`src/rtl/mul_div_unit.sv`:
```
// Iterative multiply/divide unit with HI/LO result registers.
// Multiplies complete after MUL_CYCLES; divides use a 32-step restoring divider.
module mul_div_unit #(
    parameter int MUL_CYCLES = 5,
    parameter int DIV_CYCLES = 32
) (
    input  logic        clk,
    input  logic        rst_n,
    input  logic        start,
    input  logic [2:0]  op,
    input  logic [31:0] a,
    input  logic [31:0] b,
    output logic        busy,
    output logic        done,
    output logic [31:0] hi,
    output logic [31:0] lo
);

    typedef enum logic [1:0] {IDLE, MUL, DIV} state_t;

    localparam int CW = 5;
    localparam logic [CW-1:0] MUL_LOAD = CW'(MUL_CYCLES - 1);
    localparam logic [CW-1:0] DIV_LOAD = CW'(DIV_CYCLES - 1);

    state_t        state;
    state_t        state_nx;
    logic [CW-1:0] cnt;
    logic [31:0]   a_q;
    logic [31:0]   b_q;
    logic          sgn;
    logic [31:0]   quo;
    logic [31:0]   rem;

    logic          accept;
    logic          last;
    logic          is_mul;
    logic          is_div;
    logic          sgn_in;
    logic [31:0]   a_mag;
    logic [31:0]   dvs;
    logic [63:0]   m_a;
    logic [63:0]   m_b;
    logic [63:0]   prod;
    logic [32:0]   step_in;
    logic          step_ge;
    logic [31:0]   rem_nx;
    logic [31:0]   quo_nx;
    logic          q_neg;
    logic          r_neg;
    logic [31:0]   q_fix;
    logic [31:0]   r_fix;

    assign busy   = (state != IDLE);
    assign accept = start && (state == IDLE);
    assign last   = (cnt == '0);
    assign is_mul = (op[2:1] == 2'b00);
    assign is_div = (op[2:1] == 2'b01);
    assign sgn_in = ~op[0];
    assign a_mag  = (sgn_in && a[31]) ? -a : a;

    // Low 64 bits of a 64x64 product are exact for both signednesses.
    assign m_a  = {{32{sgn & a_q[31]}}, a_q};
    assign m_b  = {{32{sgn & b_q[31]}}, b_q};
    assign prod = m_a * m_b;

    assign dvs     = (sgn && b_q[31]) ? -b_q : b_q;
    assign step_in = {rem, quo[31]};
    assign step_ge = step_in >= {1'b0, dvs};
    assign rem_nx  = step_ge ? 32'(step_in - {1'b0, dvs}) : step_in[31:0];
    assign quo_nx  = {quo[30:0], step_ge};

    // Quotient truncates toward zero; remainder follows the dividend.
    assign q_neg = sgn & (a_q[31] ^ b_q[31]);
    assign r_neg = sgn & a_q[31];
    assign q_fix = q_neg ? -quo_nx : quo_nx;
    assign r_fix = r_neg ? -rem_nx : rem_nx;

    always_ff @(posedge clk or negedge rst_n) begin
        if (!rst_n) begin
            state <= IDLE;
        end else begin
            state <= state_nx;
        end
    end

    always_comb begin
        state_nx = state;
        case (state)
            IDLE: begin
                if (accept && is_mul) begin
                    state_nx = MUL;
                end else if (accept && is_div) begin
                    state_nx = DIV;
                end
            end
            MUL, DIV: begin
                if (last) begin
                    state_nx = IDLE;
                end
            end
            default: state_nx = IDLE;
        endcase
    end

    always_ff @(posedge clk or negedge rst_n) begin
        if (!rst_n) begin
            cnt  <= '0;
            a_q  <= '0;
            b_q  <= '0;
            sgn  <= 1'b0;
            quo  <= '0;
            rem  <= '0;
            hi   <= '0;
            lo   <= '0;
            done <= 1'b0;
        end else begin
            done <= 1'b0;
            case (state)
                IDLE: begin
                    if (accept) begin
                        case (op)
                            3'b100: hi <= a;
                            3'b101: lo <= a;
                            default: ;
                        endcase
                        if (is_mul || is_div) begin
                            a_q <= a;
                            b_q <= b;
                            sgn <= sgn_in;
                            quo <= a_mag;
                            rem <= '0;
                            cnt <= is_mul ? MUL_LOAD : DIV_LOAD;
                        end
                    end
                end
                MUL: begin
                    if (last) begin
                        hi   <= prod[63:32];
                        lo   <= prod[31:0];
                        done <= 1'b1;
                    end else begin
                        cnt <= cnt - 1'b1;
                    end
                end
                DIV: begin
                    quo <= quo_nx;
                    rem <= rem_nx;
                    if (last) begin
                        done <= 1'b1;
                        if (b_q == '0) begin
                            lo <= 32'hFFFF_FFFF;
                            hi <= a_q;
                        end else begin
                            lo <= q_fix;
                            hi <= r_fix;
                        end
                    end else begin
                        cnt <= cnt - 1'b1;
                    end
                end
                default: ;
            endcase
        end
    end

endmodule

```
`config.mk`:
```
export PLATFORM = sky130hd
export DESIGN_NAME = mul_div_unit
export DESIGN_NICKNAME = d
export VERILOG_FILES = /design/src/rtl/mul_div_unit.sv
export SDC_FILE = /design/constraint.sdc
export NUM_CORES = 2
export LEC_CHECK = 0
export BUFFER_PORTS_ARGS = -buffer_cell sky130_fd_sc_hd__buf_2
export CORE_MARGIN = 5
export CORE_UTILIZATION = 35
export CTS_BUF_LIST = sky130_fd_sc_hd__clkbuf_16
export CTS_CLUSTER_SIZE = 40
export DETAILED_ROUTE_END_ITERATION = 16
export GPL_TIMING_DRIVEN = 0
export SYNTH_ARGS = -nofsm -noshare
export SYNTH_HDL_FRONTEND = slang
export SYNTH_SLANG_ARGS = --single-unit
```
`constraint.sdc`:
```
create_clock -name clk -period 19.05 [get_ports clk]
set_input_delay 2.8575 -clock clk [delete_from_list [all_inputs] [get_ports clk]]
set_output_delay 2.8575 -clock clk [all_outputs]
set_load 0.005 [all_outputs]
```
Yosys cells after proc, flatten, opt, wreduce, memory -nomap -nowiden. Index checks and enable logic that the tools add are counted.

Register bits: 201. Output and inout bits: 66. Logic and storage cells: 92.

Add/sub/neg operators: 6. Multiply operators: 1. Order comparisons: 1. Equality and inequality tests: 14. Muxes and demuxes: 34. Bitwise gates (word level): 5. Reductions and logical operators: 21.

Operators with widths (number): two-way mux 32 bit (19); one-hot mux 32 bit (3 select lines) (2); negator 32 bit (4); one-hot mux 32 bit (2 select lines) (2); multiplier 33 x 33 -> 64 bit (1); greater-or-equal comparator 33 x 32 -> 1 bit (1); zero test 32 bit (1); subtractor 32 bit (1); two-way mux 5 bit (4); one-hot mux 5 bit (2 select lines) (1); AND reduction 5 bit (2); != test 2 x 1 -> 1 bit, second input constant (4); != test 2 bit, second input constant (4); == test 3 bit, second input constant (2); two-way mux 2 bit (3); AND reduction 3 bit (2); nonzero test 2 bit (3); logical AND 1 bit (5); zero test 5 bit (1); subtractor 5 x 1 -> 5 bit, second input constant (1); == test 2 x 1 -> 1 bit, second input constant (2); zero test 2 bit (2); one-hot mux 2 bit (2 select lines) (1); AND reduction 4 bit (1); 10 further kinds (13).

Logic depth before layout (Yosys ltp).
Depth in word-level cells: 9. Gate-level depth with buffers: 34.

Worst setup path after synthesis. Ideal clock, no wire load.

Path kind: register to register. From: reg a_q[31]. To: reg hi[30]. Setup time: 82 ps. Data arrival time: 8382 ps. Required time: 18968 ps. Path slack: 10586 ps. Cell stages (with the launch flop): 33. Buffers on the path: 4. Clock period less this slack: 8464 ps. Cell sequence: dfrtp_1 and2_1 clkbuf_1 clkbuf_1 buf_1 nand2_1 inv_1 fa_1 inv_1 fa_1 inv_1 fa_1 inv_1 fa_1 fa_1 fa_1 fa_1 fa_1 inv_1 ha_1 clkbuf_1 a21o_1 a21o_1 a21o_1 a21o_1 a21o_1 a21oi_1 nor2_1 a211o_1 a31oi_1 xnor2_1 nand2_1 a31oi_1.

Longest elaborated chain between the ends: 5.

Ends and longest elaborated chain: start, declared (RTL line 28) `logic [31:0] a_q;`; start signal, assigned (RTL line 108) `a_q <= '0;`; start signal, assigned (RTL line 127) `a_q <= a;`; branches (longest 4 deep; another with multiplier 33 x 33 -> 64 bit); one-hot mux 32 bit (3 select lines) (*) (RTL line 118) `case (state)`; end signal, assigned (RTL line 138) `hi <= prod[63:32];`; end signal, assigned (RTL line 152) `hi <= a_q;`; end signal, assigned (RTL line 155) `hi <= r_fix;`; end, declared (RTL line 15) `output logic [31:0] hi,`.

Every way passes the cells marked *. The select of a mux whose other input is x is not followed. A chain may end at the register's enable or synchronous reset.

Worst setup path in the final report.
From: reg b_q[9]. To: reg hi[27].

Longest elaborated chain between the ends: 9.

Ends and longest elaborated chain: start, declared (RTL line 29) `logic [31:0] b_q;`; start signal, assigned (RTL line 109) `b_q <= '0;`; start signal, assigned (RTL line 128) `b_q <= b;`; negator 32 bit (RTL line 66) `assign dvs = (sgn && b_q[31]) ? -b_q : b_q;`; two-way mux 32 bit (RTL line 66); subtractor 32 bit or greater-or-equal comparator 33 x 32 -> 1 bit (tied branches) (RTL line 69, 68); two-way mux 32 bit (RTL line 69) `assign rem_nx = step_ge ? 32'(step_in - {1'b0, dvs}) : step_in[31:0];`; negator 32 bit (RTL line 76) `assign r_fix = r_neg ? -rem_nx : rem_nx;`; two-way mux 32 bit (RTL line 76); two-way mux 32 bit (RTL line 150) `if (b_q == '0) begin`; two-way mux 32 bit (RTL line 148) `if (last) begin`; one-hot mux 32 bit (3 select lines) (*) (RTL line 118).

Mark *: on every way between the ends. The rest lies on a longest branch, timed or not. The select of a mux whose other input is x is not followed.

==> impl_metrics.env <==
export IMPL_core_mm2=0.148
export IMPL_synthMuxAreaShare=0.00404
export IMPL_clock_latency_ns=0.60
export IMPL_max_slew_margin=-0.0129
export IMPL_cap_violations=1
export IMPL_viasPerCell=5.51
export IMPL_grt_pass1_wl_mm=325
export IMPL_grt_overflow_total=0
export IMPL_setup_violations=0
export IMPL_avgSynthCellArea_um2=8.63
export IMPL_die_h_um=397
export IMPL_min_period_ns=11.92
export IMPL_antenna_found_initial=28
export IMPL_track_usage=0.284
export IMPL_gp_congestion=0.990
export IMPL_synth_fa_ha_area_frac=0.492
export IMPL_die_w_um=397
export IMPL_dpl_instance_area_mm2=0.0554
export IMPL_critPathSlowestCell="o31ai_1"
export IMPL_ys_seq_area_frac=0.0961
export IMPL_worst_r2r_endpoint="hi[27]$_DFFE_PN0P_"
export IMPL_synth_top_family_by_area="adder cells"
export IMPL_holdPathEnd="lo[17]$_DFFE_PN0P_"
export IMPL_layout_commonest_cell="inv_1"
export IMPL_synth_simple_area_share=0.166
export IMPL_startpoint="b_q[9]$_DFFE_PN0P_"
export IMPL_finalCritPeriodShare=0.626
export IMPL_port_buffer_count=133
export IMPL_hpwl_mm=187
export IMPL_critPathMaxFanout=10
export IMPL_syn_inst=6060
export IMPL_cts_buffers=25
export IMPL_fmax_mhz=83.9
export IMPL_synth_top_cell_area_share=0.431
export IMPL_drive_gt1_frac=0.0341
export IMPL_crit_top_cell="fa_1"
export IMPL_ioPinCount=136
export IMPL_grt_pass1_vias=45600
export IMPL_finalHoldViolCount=0
export IMPL_synth_edf_count=0
export IMPL_cp_end_kind="flip-flop"
export IMPL_cp_required_ns=19.48
export IMPL_die_area_mm2=0.157
export IMPL_route_detailed_drc=0
export IMPL_tightest_slew_ns=1.52
export IMPL_synthArstFlopShare=1.00
export IMPL_hp_class="reg2reg"
export IMPL_synthXorXnorAreaFrac=0.0346
export IMPL_path_clk_slew_ns=0.07
export IMPL_clockBufferDepth=3
export IMPL_drt_iter0_drc=5059
export IMPL_yosysTopAreaCell="fa_1"
export IMPL_syn_nets=7511
export IMPL_ys_ff_latch=201
export IMPL_n_fill_cell=15300
export IMPL_clock_skew_ns=0.0341
export IMPL_ys_warn_count=0
export IMPL_cp_arrival_ns=12.36
export IMPL_rows=141
export IMPL_hold_buffers=0
export IMPL_layout_common_cells="1167 x inv_1, 1128 x nand2_1, 1126 x fa_1"
export IMPL_ys_flop_type="dfrtp_1"
export IMPL_nets=7672
export IMPL_hold_start="lo[17]$_DFFE_PN0P_"
export IMPL_finalSetupTns_ns=0
export IMPL_rr_worst_depth=26
export IMPL_post_drt_wl_per_cell_um=27.5
export IMPL_cts_setup_buffers=0
export IMPL_start_kind="flip-flop"
export IMPL_outcome="finished, violations left"
export IMPL_post_cts_resized=0
export IMPL_htreeDepth=1
export IMPL_path_class="reg2reg"
export IMPL_start_util=0.353
export IMPL_maxSlewViolCount=10
export IMPL_drt_first_pass_iters=6
export IMPL_synth_compound_area_share=0.0948
export IMPL_holdPathStages=1
export IMPL_slowest_delay_ns=1.16
export IMPL_cts_sinks=201
export IMPL_rsz0062_at_grt="false"
export IMPL_cts_tree="built"
export IMPL_netlist_top_cells_area="fa_1 43%, dfrtp_1 9.6%, inv_1 8.3%"
export IMPL_rrSetupSlack_ns=7.13
export IMPL_syn_to_final_growth_pct=7.48
export IMPL_holdWs_ns=0.474
export IMPL_stdcell_area_mm2=0.0562
export IMPL_wirelength_mm=225
export IMPL_ant_nets=0
export IMPL_violations="capacitance limit, slew limit"
export IMPL_synth_area_mm2=0.0523
export IMPL_num_vias=45100
export IMPL_clockRootBuffer="clkbuf_16"
export IMPL_yosysUniqueCellTypes=87
export IMPL_grt_max_degree=102
export IMPL_r2r_start="b_q[9]$_DFFE_PN0P_"
==> worst max-delay path by stage <==
stage	end	slack [ns]
floorplan	hi[30]$_DFFE_PN0P_	10.59
global placement	hi[23]$_DFFE_PN0P_	7.52
detailed placement	hi[27]$_DFFE_PN0P_	7.60
CTS	hi[27]$_DFFE_PN0P_	7.49
global route	hi[27]$_DFFE_PN0P_	6.94
finish	hi[27]$_DFFE_PN0P_	7.13
==> stage by stage <==
stage | worst slack, ns | utilization | instances
6_report | 7.13 | 0.379 | 8180
5_1_grt | 6.94 | 0.379 | 8170
3_5_place_dp | 7.60 | 0.374 | 8124
2_1_floorplan | 10.59 | - | 6060
3_3_place_gp | 7.52 | 0.374 | 8123
4_1_cts | 7.49 | 0.379 | 8169
==> cells by family (layout without fill, tap and decap cells) <==
kind of cell    count (synthesis)  after routing
simple gates                 1911           1911
compound gates                781            781
xor+xnor                      207            207
fa+ha+maj                    1381           1381
flops                         201            201
buf+inv                      1558           1737
other cells                     0             11
mux                            21             21
==> cell type report <==
| cell class | instances | area [um^2] | share of cell area |
|---|---|---|---|
| Antenna cell | 11 | 27.5 | 0.000489 |
| Buffer | 394 | 1540 | 0.0273 |
| Clock buffer | 25 | 626 | 0.0111 |
| Clock inverter | 20 | 136 | 0.00243 |
| Inverter | 1164 | 4370 | 0.0777 |
| Multi-Input combinational cell | 4301 | 41400 | 0.736 |
| Sequential cell | 201 | 5030 | 0.0894 |
| Tap cell | 1930 | 2410 | 0.0429 |
| Timing Repair Buffer | 134 | 703 | 0.0125 |
==> Yosys cell counts, types with 32 or more instances <==
| library cell | count |
|---|---|
| o31ai_1 | 35 |
| or3_1 | 32 |
| a21o_1 | 63 |
| fa_1 | 1126 |
| dfrtp_1 | 201 |
| nand2_1 | 1128 |
| and2_1 | 363 |
| inv_1 | 1162 |
| xnor2_1 | 119 |
| clkbuf_1 | 343 |
| xor2_1 | 88 |
| nand3_1 | 38 |
| nor2_1 | 174 |
| ha_1 | 255 |
| a21oi_1 | 202 |
| o21ai_0 | 248 |
| a221oi_1 | 37 |
==> metal layers <==
metal,track usage,vias up,share of wire
met3,0.0820,517,0.12
li1,-,18700,-
met2,0.427,2579,0.43
met1,0.381,23300,0.40
met4,0.129,14,0.058
met5,0,-,0.00048
==> sequential cells by signal (all words and copies together) (netlist names) <==
register,flops
b_q,32
quo,32
cnt,5
done,1
a_q,32
hi,32
rem,32
sgn,1
lo,32
state,2
==> critical path: cells and delay by family, from the launching register on <==
kind	cells	cell delay, ns
flops	1	0.37
compound gates	8	3.65
simple gates	3	0.59
buf+inv	5	2.23
xor+xnor	1	0.27
fa+ha+maj	9	4.62
Power is left out: the tool's default activity adds up to more than one toggle a clock period on the data nets, which glitch-free logic cannot reach.
